**config.mk**
```make
export PLATFORM = sky130hd
export DESIGN_NAME = fifo_rd_arbiter
export DESIGN_NICKNAME = d
export VERILOG_FILES = /design/src/rtl/fifo_rd_arbiter.sv
export SDC_FILE = /design/constraint.sdc
export NUM_CORES = 1
export LEC_CHECK = 0
export ABC_AREA = 1
export CAP_MARGIN = 40
export CORE_MARGIN = 2
export CORE_UTILIZATION = 48
export CTS_CLUSTER_SIZE = 14
export DETAILED_ROUTE_END_ITERATION = 6
export PLACE_DENSITY_LB_ADDON = 0.05
export SLEW_MARGIN = 15
export SYNTH_ARGS = -nofsm -noshare
export SYNTH_HDL_FRONTEND = slang
export SYNTH_SLANG_ARGS = --single-unit
```
**constraint.sdc**
```tcl
create_clock -name rclk -period 1.8 [get_ports rclk]
set_clock_uncertainty 0.1 [all_clocks]
set_input_delay 0.27 -clock rclk [delete_from_list [all_inputs] [get_ports rclk]]
set_output_delay 0.27 -clock rclk [all_outputs]
set_load 0.03 [all_outputs]
```
**src/rtl/fifo_rd_arbiter.sv**
```systemverilog
// ---------------------------------------------------------------------------
// fifo_rd_arbiter
// Round-robin scheduler that shares the read port of an async FIFO among
// NREQ consumers in the read clock domain. One consumer at a time owns the
// port for a burst of up to BURST_LEN words. Each popped word is captured
// into a single-entry output buffer and tagged with the owner's index.
//
// Optional feature macro: FIFO_RD_ARB_EMPTY_RELEASE_EN
//   When defined, a burst that has popped at least one word and then sees
//   the FIFO empty gives the port up rather than waiting for more data.
//
// Ports:
//   rclk       in   read-domain clock
//   rrst_n     in   asynchronous active-low reset
//   rempty     in   FIFO empty flag (registered in the read-pointer logic)
//   rdata      in   FIFO word at the current read address
//   rinc       out  pop strobe to the FIFO (combinational)
//   req        in   per-consumer request (level)
//   out_ready  in   per-consumer accept
//   gnt        out  one-hot registered grant
//   out_data   out  buffered word
//   out_valid  out  out_data holds a word
//   out_id     out  index of the consumer owning out_data
// ---------------------------------------------------------------------------
module fifo_rd_arbiter #(
  parameter  int DSIZE     = 8,
  parameter  int NREQ      = 4,
  parameter  int BURST_LEN = 4,
  localparam int IDW       = $clog2(NREQ),
  localparam int CW        = $clog2(BURST_LEN + 1)
) (
  input  logic             rclk,
  input  logic             rrst_n,
  input  logic             rempty,
  input  logic [DSIZE-1:0] rdata,
  output logic             rinc,
  input  logic [NREQ-1:0]  req,
  input  logic [NREQ-1:0]  out_ready,
  output logic [NREQ-1:0]  gnt,
  output logic [DSIZE-1:0] out_data,
  output logic             out_valid,
  output logic [IDW-1:0]   out_id
);

  typedef enum logic [1:0] {
    ST_IDLE  = 2'd0,
    ST_BURST = 2'd1,
    ST_DRAIN = 2'd2
  } state_t;

  state_t           r_state;
  state_t           w_state_nxt;
  logic [NREQ-1:0]  r_gnt;
  logic [IDW-1:0]   r_gidx;
  logic [IDW-1:0]   r_last;
  logic [CW-1:0]    r_count;
  logic [DSIZE-1:0] r_out_data;
  logic             r_out_valid;
  logic [IDW-1:0]   r_out_id;

  logic             w_sel_found;
  logic [IDW-1:0]   w_sel_idx;
  logic [NREQ-1:0]  w_sel_onehot;
  logic             w_accept;
  logic             w_pop;
  logic             w_grant;
  logic             w_release;

  // Round-robin search: first requester starting just after the last owner
  always_comb begin
    int             cand;
    logic [IDW-1:0] cidx;
    w_sel_found = 1'b0;
    w_sel_idx   = '0;
    cand        = 0;
    cidx        = '0;
    for (int i = 1; i <= NREQ; i++) begin
      cand = int'(r_last) + i;
      cand = (cand >= NREQ) ? (cand - NREQ) : cand;
      cidx = IDW'(cand);
      if (!w_sel_found && req[cidx]) begin
        w_sel_found = 1'b1;
        w_sel_idx   = cidx;
      end else begin
        w_sel_idx   = w_sel_idx;
      end
    end
  end

  assign w_sel_onehot = NREQ'(1'b1) << w_sel_idx;

  // Only the current owner's ready can free the buffer.
  assign w_accept = r_out_valid & out_ready[r_out_id];

  // A pop needs room in the buffer now or after this cycle's accept.
  assign w_pop = (r_state == ST_BURST) && req[r_gidx] && !rempty &&
                 (r_count < CW'(BURST_LEN)) && (!r_out_valid || w_accept);

  assign rinc = w_pop;

  // Next-state and grant/release decode
  always_comb begin
    w_state_nxt = r_state;
    w_grant     = 1'b0;
    w_release   = 1'b0;
    case (r_state)
      ST_IDLE: begin
        if (w_sel_found) begin
          w_state_nxt = ST_BURST;
          w_grant     = 1'b1;
        end else begin
          w_state_nxt = ST_IDLE;
        end
      end
      ST_BURST: begin
        // Leave when this pop is the last beat or the owner stops asking.
        if ((w_pop && (r_count == CW'(BURST_LEN - 1))) || !req[r_gidx]) begin
          w_state_nxt = ST_DRAIN;
`ifdef FIFO_RD_ARB_EMPTY_RELEASE_EN
        end else if ((r_count != '0) && rempty) begin
          w_state_nxt = ST_DRAIN;
`endif
        end else begin
          w_state_nxt = ST_BURST;
        end
      end
      ST_DRAIN: begin
        // Hold the grant until the owner's last word has left the buffer.
        if (!r_out_valid || w_accept) begin
          w_state_nxt = ST_IDLE;
          w_release   = 1'b1;
        end else begin
          w_state_nxt = ST_DRAIN;
        end
      end
      default: begin
        w_state_nxt = ST_IDLE;
      end
    endcase
  end

  // State, grant, round-robin pointer and beat counter registers
  always_ff @(posedge rclk or negedge rrst_n) begin
    if (!rrst_n) begin
      r_state <= ST_IDLE;
      r_gnt   <= '0;
      r_gidx  <= '0;
      r_last  <= IDW'(NREQ - 1);
      r_count <= '0;
    end else begin
      r_state <= w_state_nxt;
      if (w_grant) begin
        r_gnt   <= w_sel_onehot;
        r_gidx  <= w_sel_idx;
        r_count <= '0;
      end else if (w_release) begin
        r_gnt   <= '0;
        r_last  <= r_gidx;
      end else if (w_pop) begin
        r_count <= r_count + CW'(1);
      end
    end
  end

  // Single-entry output buffer tagged with the owner index
  always_ff @(posedge rclk or negedge rrst_n) begin
    if (!rrst_n) begin
      r_out_data  <= '0;
      r_out_valid <= 1'b0;
      r_out_id    <= '0;
    end else if (w_pop) begin
      r_out_data  <= rdata;
      r_out_id    <= r_gidx;
      r_out_valid <= 1'b1;
    end else if (w_accept) begin
      r_out_valid <= 1'b0;
    end
  end

  assign gnt       = r_gnt;
  assign out_data  = r_out_data;
  assign out_valid = r_out_valid;
  assign out_id    = r_out_id;

endmodule

```
## Word level (Yosys, flattened, before mapping)

Cells that the tools add are included.

| cells by class | value |
|---|---|
| div/mod/pow operators | 0 |
| reduce and logical (&&, ||, !) cells | 22 |
| multiply operators | 0 |
| mux-type cells | 39 |
| eq/ne operators | 4 |
| $lt $le $gt $ge | 11 |
| bitwise gates (word level) | 2 |
| add/sub/neg operators | 9 |
| shift operators | 1 |

Operator list:

| cell | number |
|---|---|
| two-way mux 2 bit | 10 |
| < comparator 2 x 3 -> 1 bit, second input constant | 6 |
| two-way mux 1 bit | 17 |
| binary-select mux 1 bit (select 2 bit) | 6 |
| greater-or-equal comparator 3 bit, second input constant | 3 |
| two-way mux 3 bit | 3 |
| logical AND 1 bit | 8 |
| two-way mux 4 bit | 2 |
| subtractor 2 x 1 -> 2 bit, second input constant | 4 |
| adder 2 x 2 -> 3 bit, second input constant | 2 |
| logical NOT 1 bit | 6 |
| case mux 2 bit (3 select lines) | 1 |
| nonzero test 2 bit | 3 |
| adder 2 x 3 -> 4 bit, second input constant | 1 |
| greater-or-equal comparator 4 x 3 -> 1 bit, second input constant | 1 |
| AND reduction 2 bit | 2 |
| left shift 1 x 2 -> 4 bit, first input constant | 1 |
| adder 2 x 1 -> 3 bit, second input constant | 1 |
| adder 3 x 1 -> 3 bit, second input constant | 1 |
| equality test 3 x 2 -> 1 bit, second input constant | 1 |
| < comparator 3 bit, second input constant | 1 |
| equality test 2 x 1 -> 1 bit, second input constant | 1 |
| equality test 2 bit, second input constant | 1 |
| logical NOT 2 bit | 1 |
| other kinds (4) | 5 |

| storage, ports and cells | value |
|---|---|
| RAM bits | 0 |
| input bits | 19 |
| output and inout bits | 16 |
| bits in read-only memories | 0 |
| register bits after elaboration | 24 |
| memories kept | 0 |
| logic and storage cells | 96 |
| bits in latches | 0 |

## Longest topological paths before layout

| logic depth | value |
|---|---|
| word-level depth | 19 |
| gate-level depth with buffers | 13 |

## Worst setup path after synthesis

OpenSTA, ideal clock, no wires.

| timing | value |
|---|---|
| path kind | register to output |
| start | register r_out_id[0], in the netlist out_id[0] |
| end | output port rinc |
| data arrival time | 1.357 ns |
| path slack | 0.073 ns |
| buffers on the path | 0 |
| cell stages (with the launch flop) | 8 |
| path through | dfrtp_1 inv_1 o21ai_1 nor2_1 nor2_1 nand2_1 nand3_2 clkinv_2 |

| on the way | value |
|---|---|
| word-level cells in the longest chain between the ends | 5 |

Ends and longest elaborated chain:

| what | line | RTL |
|---|---|---|
| from (decl) | 59 | `logic [IDW-1:0] r_out_id;` |
| from (signal assigned) | 173 | `r_out_id <= r_gidx;` |
| binary-select mux 1 bit (select 2 bit) | 93 | `assign w_accept = r_out_valid & out_ready[r_out_id];` |
| two-way mux 1 bit (not written as such) | 93 |  |
| AND 1 bit | 93 |  |
| logical OR 1 bit | 97 | `(r_count < CW'(BURST_LEN)) && (!r_out_valid \|\| w_accept);` |
| logical AND 1 bit | 97 |  |
| to (decl) | 36 | `output logic rinc,` |

Every way passes these cells. The select of a mux whose other input is x is not followed.

## Worst setup path in the final report

| timing | value |
|---|---|
| start | register r_state[1] |
| end | output port rinc |

| on the way | value |
|---|---|
| word-level cells in the longest chain between the ends | 5 |

Ends and longest elaborated chain:

| what | line | RTL |
|---|---|---|
| from (decl) | 51 | `state_t r_state;` |
| from (signal assigned) | 151 | `r_state <= w_state_nxt;` |
| equality test 2 x 1 -> 1 bit | 96 | `assign w_pop = (r_state == ST_BURST) && req[r_gidx] && !rempty &&` |
| logical AND 1 bit (3 in a row) | 96 |  |
| logical AND 1 bit | 97 |  |

Every way passes these cells.

==> reports/metrics.csv <==
metric,value,unit
synthesis.area_per_instance,7.89,um^2
io-pin-count,35,
port_buffers,34,
yosys_most_used_dff,sky130_fd_sc_hd__dfrtp_1,
clock_latency,0.31,ns
ys_async_sr_fraction,1.00,
initial_utilization,0.506,
synth-adder-area-share,0.0179,
slew_headroom,0.656,
worst_setup_path_start_kind,register,
grt_overflow_total,0,
failing_checks,setup timing,
die_h,57.9,um
worst-path-buf-inv,3,
grt_max_degree,25,
drt-pass1-iter-count,4,
critical_path.slowest_cell,sky130_fd_sc_hd__dfrtp_1,
postSynthRegisterBits,24,
synth_enable_flop_cells,0,
cts_hold_repair.buffers,0,
cts_max_path_buffers,2,
postSynthCellCount,177,
biggest_fanout_along_the_worst_timing_path,4,
final_common_cell,sky130_fd_sc_hd__nand2_1,
fp.dieArea,0.00336,mm^2
wire_per_inst,12.8,um
met3_length,100,um
crit_path_cell_trace,nor2_2 -> inv_1 -> nor3_4 -> nand3_2 -> clkinv_2 -> buf_6,
post-route-drc-count,0,
p_leak,0.00101,uW
initialDrtViolationCount,39,
critical_path_required,1.43,ns
report.final.hold_viol_count,0,
status,"finished, violations left",
yosys-mux-area-fraction,0,
reg2reg_slack,0.01,ns
vias_per_cell,5.12,
die_w,57.9,um
placed_cells_incl_taps,244,
holdCritPathClass,input port to async pin,
post_synth_and_or_nand_nor_area_fraction,0.400,
synth-compound-area-share,0.0699,
finalWirelength,3.33,mm
critPathKind,register to output port,
tritoncts.num_buffers,3,
vdd.ir_drop.worst,0.00140,V
ctsRootBufferMaster,sky130_fd_sc_hd__clkbuf_4,
worstPathArrival,1.50,ns
combinational_family_with_the_most_area_after_synthesis,simple AND/OR/NAND/NOR gates,
number_of_global_route_vias_before_repair,1344,
critical_path.endpoint_type,output port,
synth_xor_area_frac,0,
ff2ff_path_depth,12,
finalWorstSetupSlack,-0.0705,ns
route.top_layer_used,met4,
synth_cell_area,0.00140,mm^2
globalplace.congestion,0.821,
detail_route.wirelength.met1,1.42,mm
coreArea,0.00276,mm^2
area_overhead_vs_synth,41.9,%
yosysWarnings,0,
tritoncts,built,
critPathTopFamily,flip-flops,
final_period_util,1.04,
max_clock_freq,535,MHz
antenna-diode-count,0,
drtAntennaViolNets,0,
max_cap_viol_count,0,
layout_min_cycle_time,1.87,ns
cp_num_cells,6,
antenna_violations_before_repair,0,
final.setup.tns,-0.0705,ns
via_count,1332,
netlist-cell-type-count,24,
dp.final_hpwl,2.42,mm
clock_tree.htree_level_count,1,
stdcell_count,260,
clock_transition_at_path_regs,0.13,ns
total_nets_after_synthesis,198,
power_per_cell_area,1820,mW/mm^2
unrepaired_setup_endpoints_after_global_routing,yes,
clkSinkCount,24,
wl_met2,1.77,mm
final-max-slew-violation-count,0,
drive_gt1_frac,0.279,
wire_length_of_the_first_global_routing_pass,5.57,mm
worst-slew-pin-transition,0.514,ns
grt.total_usage,0.213,
num-nets-final,251,
filler_cells,233,
layout_common_cells,"sky130_fd_sc_hd__nand2_1, sky130_fd_sc_hd__clkdlybuf4s50_1, sky130_fd_sc_hd__dfrtp_1, sky130_fd_sc_hd__nand2_2, sky130_fd_sc_hd__buf_4",
critPathMaxStageDelay,0.45,ns
synth_seq_area_share,0.432,
timing.final.setup_violations,1,
fp-row-count,19,
-- worst register-to-register path, delay by kind of cell (launching register included) --
family | cells | cell delay (ns)
buffers and inverters | 2 | 0.17
and+or+nand+nor | 10 | 0.89
DFF | 1 | 0.58
-- metrics by stage --
step | instance area (um^2) | total power [uW] | util | hold slack, ns | worst slack [ns]
global placement | 1780 | 2890 | 0.644 | 0.356 | -0.132
floorplan | 1400 | 2380 | - | -0.126 | 0.0726
detailed placement | 1780 | 2980 | 0.644 | 0.358 | -0.173
CTS | 1850 | 3310 | 0.671 | 0.202 | -0.0737
finish | 1980 | 3610 | 0.719 | 0.193 | -0.0705
global route | 1980 | 3890 | 0.719 | 0.218 | -0.163
-- Yosys cell counts, types with 3 or more instances --
| master | instances | share of area |
|---|---|---|
| sky130_fd_sc_hd__nand3_1 | 13 | 0.047 |
| sky130_fd_sc_hd__o21ai_0 | 9 | 0.032 |
| sky130_fd_sc_hd__a21oi_1 | 5 | 0.018 |
| sky130_fd_sc_hd__nand2_4 | 7 | 0.056 |
| sky130_fd_sc_hd__nor2_1 | 8 | 0.022 |
| sky130_fd_sc_hd__dfrtp_1 | 22 | 0.39 |
| sky130_fd_sc_hd__inv_1 | 13 | 0.035 |
| sky130_fd_sc_hd__o21ai_1 | 4 | 0.014 |
| sky130_fd_sc_hd__nand2_1 | 66 | 0.18 |
| sky130_fd_sc_hd__buf_6 | 3 | 0.024 |
| sky130_fd_sc_hd__nand2_2 | 10 | 0.045 |
-- where the power goes --
part | switching [uW] | leakage, uW | internal [uW]
Combinational | 1450 | 0.000688 | 971
Sequential | 171 | 0.000303 | 774
Clock | 157 | 0.0000150 | 86.6
-- flip-flops by register name, indices dropped and copies added, names as in the netlist --
register,cells
out_data,8
gnt,4
r_count,3
out_id,2
r_gidx,2
r_last,2
r_state,2
out_valid,1
-- final timing paths --
path	endpoint	startpoint
max	rinc	r_state[1]
min	out_data[3]	rrst_n
max reg2reg	gnt[1]	r_last[0]
min reg2reg	gnt[2]	gnt[2]
max in group asynchronous	r_last[1]	rrst_n
min in group rclk	out_data[6]	rdata[6]
-- metal layers --
layer	vias up	track usage
li1	666	-
met1	626	0.259
met2	34	0.380
met3	6	0.0335
met4	0	0.0764
met5	-	0
-- cells by family after synthesis --
kind of cell / count (synthesis)
compound gates: 19
fa+ha+maj: 2
buf+inv: 21
flops: 24
simple gates: 111
-- final cells by class --
cell class | count | area [um^2] | area share
Tap cell | 31 | 38.8 | 0.0196
Inverter | 18 | 83.8 | 0.0423
Clock buffer | 4 | 26.3 | 0.0133
Timing Repair Buffer | 50 | 475 | 0.240
Multi-Input combinational cell | 133 | 753 | 0.380
Sequential cell | 24 | 604 | 0.305
-- timing repair --
action	CTS	global route
gates cloned	0	1
pin swaps	2	6
resized for setup	8	24
setup endpoints to repair	5	9
setup buffers	5	6
Power figures use the tool's default switching activity.
